[src/rtl/hamming_secded_stream.sv]
`default_nettype none
// ============================================================================
// Module      : hamming_secded_stream
// Description : Two-stage streaming Hamming SECDED encode/inject/decode pipe.
//               Stage 1 registers encode(in_data) ^ inj_mask, stage 2 registers
//               the decode result. Valid/ready on both sides, one shared
//               advance condition, and saturating single/double error counters.
// Ports       : clk, rst            - clock, synchronous active-high reset
//               in_valid/in_ready   - input handshake
//               in_data, inj_mask   - payload and error-injection XOR mask
//               out_valid/out_ready - output handshake
//               out_data            - corrected payload
//               out_codeword        - received (post-injection) codeword
//               out_syndrome        - Hamming syndrome
//               out_err_single/out_err_double - error classification
//               cnt_clr             - synchronous clear of both counters
//               cnt_single/cnt_double - saturating error counters
// Revision    : 1.0 - initial release
// ============================================================================
module hamming_secded_stream #(
    parameter int DATA_W = 8,
    parameter int CNT_W  = 16,
    // Smallest P with 2^P >= DATA_W+P+1 over the legal range 4..57.
    localparam int P     = (DATA_W <= 4)  ? 3 :
                           (DATA_W <= 11) ? 4 :
                           (DATA_W <= 26) ? 5 : 6,
    localparam int CW    = DATA_W + P + 1
) (
    input  logic              clk,
    input  logic              rst,
    input  logic              in_valid,
    output logic              in_ready,
    input  logic [DATA_W-1:0] in_data,
    input  logic [CW-1:0]     inj_mask,
    output logic              out_valid,
    input  logic              out_ready,
    output logic [DATA_W-1:0] out_data,
    output logic [CW-1:0]     out_codeword,
    output logic [P-1:0]      out_syndrome,
    output logic              out_err_single,
    output logic              out_err_double,
    input  logic              cnt_clr,
    output logic [CNT_W-1:0]  cnt_single,
    output logic [CNT_W-1:0]  cnt_double
);

    // Position is a data slot when it is not a power of two (and not bit 0).
    function automatic logic f_is_data_pos(input int pos);
        return (pos > 0) && ((pos & (pos - 1)) != 0);
    endfunction

    function automatic logic [CW-1:0] f_encode(input logic [DATA_W-1:0] d);
        logic [CW-1:0] c;
        int            j;
        c = '0;
        j = 0;
        for (int pos = 1; pos < CW; pos++) begin
            if (f_is_data_pos(pos)) begin
                c[pos] = d[j];
                j      = j + 1;
            end
        end
        for (int k = 0; k < P; k++) begin
            for (int pos = 1; pos < CW; pos++) begin
                if (f_is_data_pos(pos) && (((pos >> k) & 1) == 1)) begin
                    c[1 << k] = c[1 << k] ^ c[pos];
                end
            end
        end
        c[0] = ^c[CW-1:1];
        return c;
    endfunction

    function automatic logic [DATA_W-1:0] f_extract(input logic [CW-1:0] c);
        logic [DATA_W-1:0] d;
        int                j;
        d = '0;
        j = 0;
        for (int pos = 1; pos < CW; pos++) begin
            if (f_is_data_pos(pos)) begin
                d[j] = c[pos];
                j    = j + 1;
            end
        end
        return d;
    endfunction

    logic              w_adv;
    logic [CW-1:0]     w_enc;
    logic              r_s1_valid;
    logic [CW-1:0]     r_s1_cw;
    logic [P-1:0]      w_syn;
    logic              w_par;
    logic              w_single;
    logic              w_double;
    logic [CW-1:0]     w_fix;
    logic [DATA_W-1:0] w_dec_data;

    // Both stages move together; a full stage 2 that is not being drained
    // freezes the whole pipe.
    assign w_adv    = out_ready | ~out_valid;
    assign in_ready = w_adv;
    assign w_enc    = f_encode(in_data);

    always_comb begin
        w_syn    = '0;
        w_par    = ^r_s1_cw;
        for (int pos = 1; pos < CW; pos++) begin
            if (r_s1_cw[pos]) begin
                w_syn = w_syn ^ P'(pos);
            end
        end
        // Odd overall parity with a syndrome that names a real position
        // (or zero, meaning bit 0 itself) is a correctable single error.
        w_single = w_par && (int'(w_syn) <= CW - 1);
        w_double = (w_syn != '0) && !w_single;
        w_fix    = r_s1_cw;
        for (int pos = 1; pos < CW; pos++) begin
            if (w_single && (int'(w_syn) == pos)) begin
                w_fix[pos] = ~r_s1_cw[pos];
            end
        end
        w_dec_data = f_extract(w_fix);
    end

    always_ff @(posedge clk) begin
        if (rst) begin
            r_s1_valid     <= 1'b0;
            r_s1_cw        <= '0;
            out_valid      <= 1'b0;
            out_data       <= '0;
            out_codeword   <= '0;
            out_syndrome   <= '0;
            out_err_single <= 1'b0;
            out_err_double <= 1'b0;
        end else if (w_adv) begin
            // No accepted input leaves a bubble in stage 1.
            r_s1_valid <= in_valid;
            if (in_valid) begin
                r_s1_cw <= w_enc ^ inj_mask;
            end
            out_valid <= r_s1_valid;
            if (r_s1_valid) begin
                out_data       <= w_dec_data;
                out_codeword   <= r_s1_cw;
                out_syndrome   <= w_syn;
                out_err_single <= w_single;
                out_err_double <= w_double;
            end
        end
    end

    always_ff @(posedge clk) begin
        if (rst || cnt_clr) begin
            cnt_single <= '0;
            cnt_double <= '0;
        end else if (out_valid && out_ready) begin
            if (out_err_single && (cnt_single != {CNT_W{1'b1}})) begin
                cnt_single <= cnt_single + 1'b1;
            end
            if (out_err_double && (cnt_double != {CNT_W{1'b1}})) begin
                cnt_double <= cnt_double + 1'b1;
            end
        end
    end

endmodule
`default_nettype wire

[config.mk]
export PLATFORM = sky130hd
export DESIGN_NAME = hamming_secded_stream
export DESIGN_NICKNAME = d
export VERILOG_FILES = /design/src/rtl/hamming_secded_stream.sv
export SDC_FILE = /design/constraint.sdc
export NUM_CORES = 1
export LEC_CHECK = 0
export ABC_AREA = 0
export CELL_PAD_IN_SITES_DETAIL_PLACEMENT = 1
export CELL_PAD_IN_SITES_GLOBAL_PLACEMENT = 2
export CORE_UTILIZATION = 27
export CTS_CLUSTER_SIZE = 25
export DETAILED_ROUTE_END_ITERATION = 6
export HOLD_SLACK_MARGIN = 0.15
export PLACE_DENSITY = 0.75
export SETUP_SLACK_MARGIN = 0.4
export SKIP_LAST_GASP = 1
export SLEW_MARGIN = 20
export SYNTH_ARGS = -nofsm -noshare
export SYNTH_HDL_FRONTEND = slang
export SYNTH_SLANG_ARGS = --single-unit
[constraint.sdc]
create_clock -name clk -period 1.82 [get_ports clk]
set_input_delay 0.546 -clock clk [delete_from_list [all_inputs] [get_ports clk]]
set_output_delay 0.546 -clock clk [all_outputs]
set_load 0.03 [all_outputs]
==> results.md <==
* CTS tree: done
* Hold path cells at 2
* Worst EP required at 2090 ps
* Hold Buf Count CTS at 0
* Synth Flop Type: dfxtp_1
* Synth Instances at 436
* Clock Skew at 8.443 ps
* Synthesized cell area at 3849 sq um
* RSZ-0062 raised after global routing: yes
* Multi-input gate area at 2724 sq um
* Share of layout cells above drive strength 1 at 54.72%
* Die height at 121.4 microns
* Syn. warnings at 0
* Setup TNS at -286.8 ps
* Leak Pwr at 2.563 nW
* FFs w/ async S/R, synth at 0%
* Final setup fails at 6
* Critical path arrival at 2240 ps
* Top cells by area, synth: dfxtp_1 (38%), xnor2_1 (10%), nor2_1 (6.7%)
* Initial antenna violation count at 0
* Port buffer count at 86
* Synth Area per Inst at 8.827 sq um
* Root buffer cell: clkbuf_16
* Total wire length at 12.52 mm
* Reg2Reg Setup Slack at -150 ps
* Core Area at 13880 sq um
* Setup CP Type: reg2reg
* EDFF count, synth at 0
* # IOs at 87
* Top-count cell post-synth: dfxtp_1
* WP depth at 6
* Filler Cell Count at 1528
* Clk_lat worst skew at 340 ps
* Crit-path max cell delay at 480 ps
* Clock Path Buffers at 2
* Placed cell count at 743
* Storage cell area at 1632 sq um
* Hold endpoint: out_codeword[10]
* Largest net degree at the start of global routing at 43
* Core Rows at 43
* RR Startpoint: r_s1_cw[3]
* Hold Crit Class: reg2reg
* Synth top area share at 38.49%
* Worst setup margin at -154.3 ps
* Status: finished with violations
* Unique cell type count in the Yosys netlist at 53
* Worst path slowest cell: or4_1
* Synth Net Count at 464
* First-pass DRT Iterations at 4
* Seq/Total Area, Yosys at 38.49%
* Non-Filler Instances at 805
* Slew headroom at 76.54%
* GP Congestion at 0.8089
* Synth area leader: dfxtp_1
* Full die area at 14740 sq um
* Worst IR Drop VDD at 496.7 uV
* Failing checks: negative setup slack
* Setup crit start: r_s1_cw[3]
* Nets at 648
* Maximum level of the CTS H-tree at 3
* CP bufs+invs at 0
* Max Cap Viol at 0
* Pwr per Cell Area at 768.4 nW/um^2
* CTS clock-pin slew for the worst setup and hold paths at 60 ps
* Met3 Use GR at 4.370%
* Total CTS buffers at 9
* DRC viols at 0
* M2 GR Usage at 31.89%
* All-Layer GR Usage at 17.54%
* Worst Tran Pin Value at 351.4 ps
* Final hold violation count at 0
* Vias in the first global route at 3943
* Startpoint Class: flip-flop
* Grt met1 use at 20.08%
* Post-synth top cells: dfxtp_1 (74), nor2_1 (69), nand2_1 (51)
* Pins over their slew limit at 0
* Area growth, synth to finish at 76.07%
* WL per Instance at 15.55 microns
* Crit-path max FO at 4
* Detail Route Antenna Nets at 0
* Min-delay src: out_codeword[10]
* R2R depth at 6
* Seq cells post-synth at 74
* Layout Utilization at 48.82%
* ANT cells at 0
* Reg2reg end: out_data[7]
* Via count at 3701
* Max Freq at 506.5 MHz
* Worst path top cell family by delay: simple AND/OR/NAND/NOR gates
* DP Wirelength at 8.481 mm
* Final min period at 1974 ps
* Cells along the critical path: xnor2_2 > xnor3_2 > nor2_2 > a31oi_1 > or4_1 > a21oi_1
* Starting DRC count in detailed routing at 138
* Period utilisation layout at 108.5%
* Sink Count at 74
* Initial core utilization at 27.73%
* Global route overflow at 0
* First-pass GRT wire length at 19.80 mm
* Post-place setup slack at -516.9 ps
* Die X at 121.4 microns
* Global routing's busiest layer: met2
* Via-to-Cell Ratio at 4.598
* Crit path capture type: flip-flop
[kinds of logic after synthesis]
kind of cell    synth area share [%]
mux                           0.5202
simple gates                   20.90
flops                          38.49
compound gates                 9.753
fa+ha+maj                     0.9102
buf+inv                        5.429
xor+xnor                       23.99
[how the worst max path moves through the flow]
stage,end
after floorplan,out_data[7]
after global placement,cnt_double[14]
after detailed placement,r_s1_cw[0]
after CTS,out_data[7]
after global routing,out_data[7]
final,out_data[7]
[worst reg2reg max path: cells and delay by family (launching register included)]
kind | cells | cell delay, ps
flops | 1 | 380
compound gates | 2 | 240
xor+xnor | 2 | 620
simple gates | 2 | 660
[cell usage in the layout (no fill, tap or decap), types with 10 or more instances in the layout]
cell type / netlist / layout
nand4_1: 15 / 15
dfxtp_1: 74 / 24
buf_6: 3 / 80
clkdlybuf4s50_1: 0 / 13
xnor2_1: 46 / 33
buf_4: 2 / 89
a21oi_1: 32 / 21
nor2_1: 69 / 64
a21oi_2: 0 / 10
xor2_1: 23 / 18
nand2_1: 51 / 49
dfxtp_4: 0 / 35
xnor2_2: 5 / 14
dfxtp_2: 0 / 15
[report_power, final]
group          internal [W]  total, W  switching (W)
logic              0.000996   0.00185       0.000857
registers           0.00166   0.00175      0.0000892
clock network      0.000916   0.00161       0.000691
total               0.00357   0.00521        0.00164
[cell type report]
class / count / area share (%)
clock buffer: 11 / 3.434
clock inverter: 5 / 0.4616
inverter: 8 / 0.4431
multi-input combinational: 328 / 40.20
sequential: 74 / 24.08
tap: 180 / 3.323
timing repair buffer: 199 / 28.06
[timing repair]
item | 4_1_cts | 5_1_grt
setup buffers | 33 | 13
setup endpoints to repair | 134 | 92
hold endpoints to repair | 0 | 0
gates resized for setup | 503 | 71
pin swaps | 71 | 37
[per-layer routing]
layer | vias to the layer above | wire [microns] | share of wire, %
li1 | 1828 | - | -
met1 | 1785 | 5242 | 42
met5 | - | 0 | 0
met4 | 0 | 140 | 1.1
met3 | 8 | 506 | 4.0
met2 | 80 | 6626 | 53
[registers in the layout, indices dropped and copies added (netlist names)]
register / flops
out_err_single: 1
out_valid: 1
cnt_double: 16
out_syndrome: 4
out_data: 8
cnt_single: 16
r_s1_valid: 1
out_codeword: 13
out_err_double: 1
r_s1_cw: 13
[per-stage QoR]
| step | hold WS, ps | total power (W) | instance area (sq um) |
|---|---|---|---|
| CTS | 470.0 | 0.005181 | 6462 |
| global placement | 451.5 | 0.003313 | 5692 |
| finish | 463.3 | 0.005207 | 6777 |
| floorplan | 453.9 | 0.002741 | 4314 |
| global route | 487.7 | 0.005469 | 6777 |
| detailed placement | 450.6 | 0.003353 | 5692 |
(Power assumes the default switching activity.)
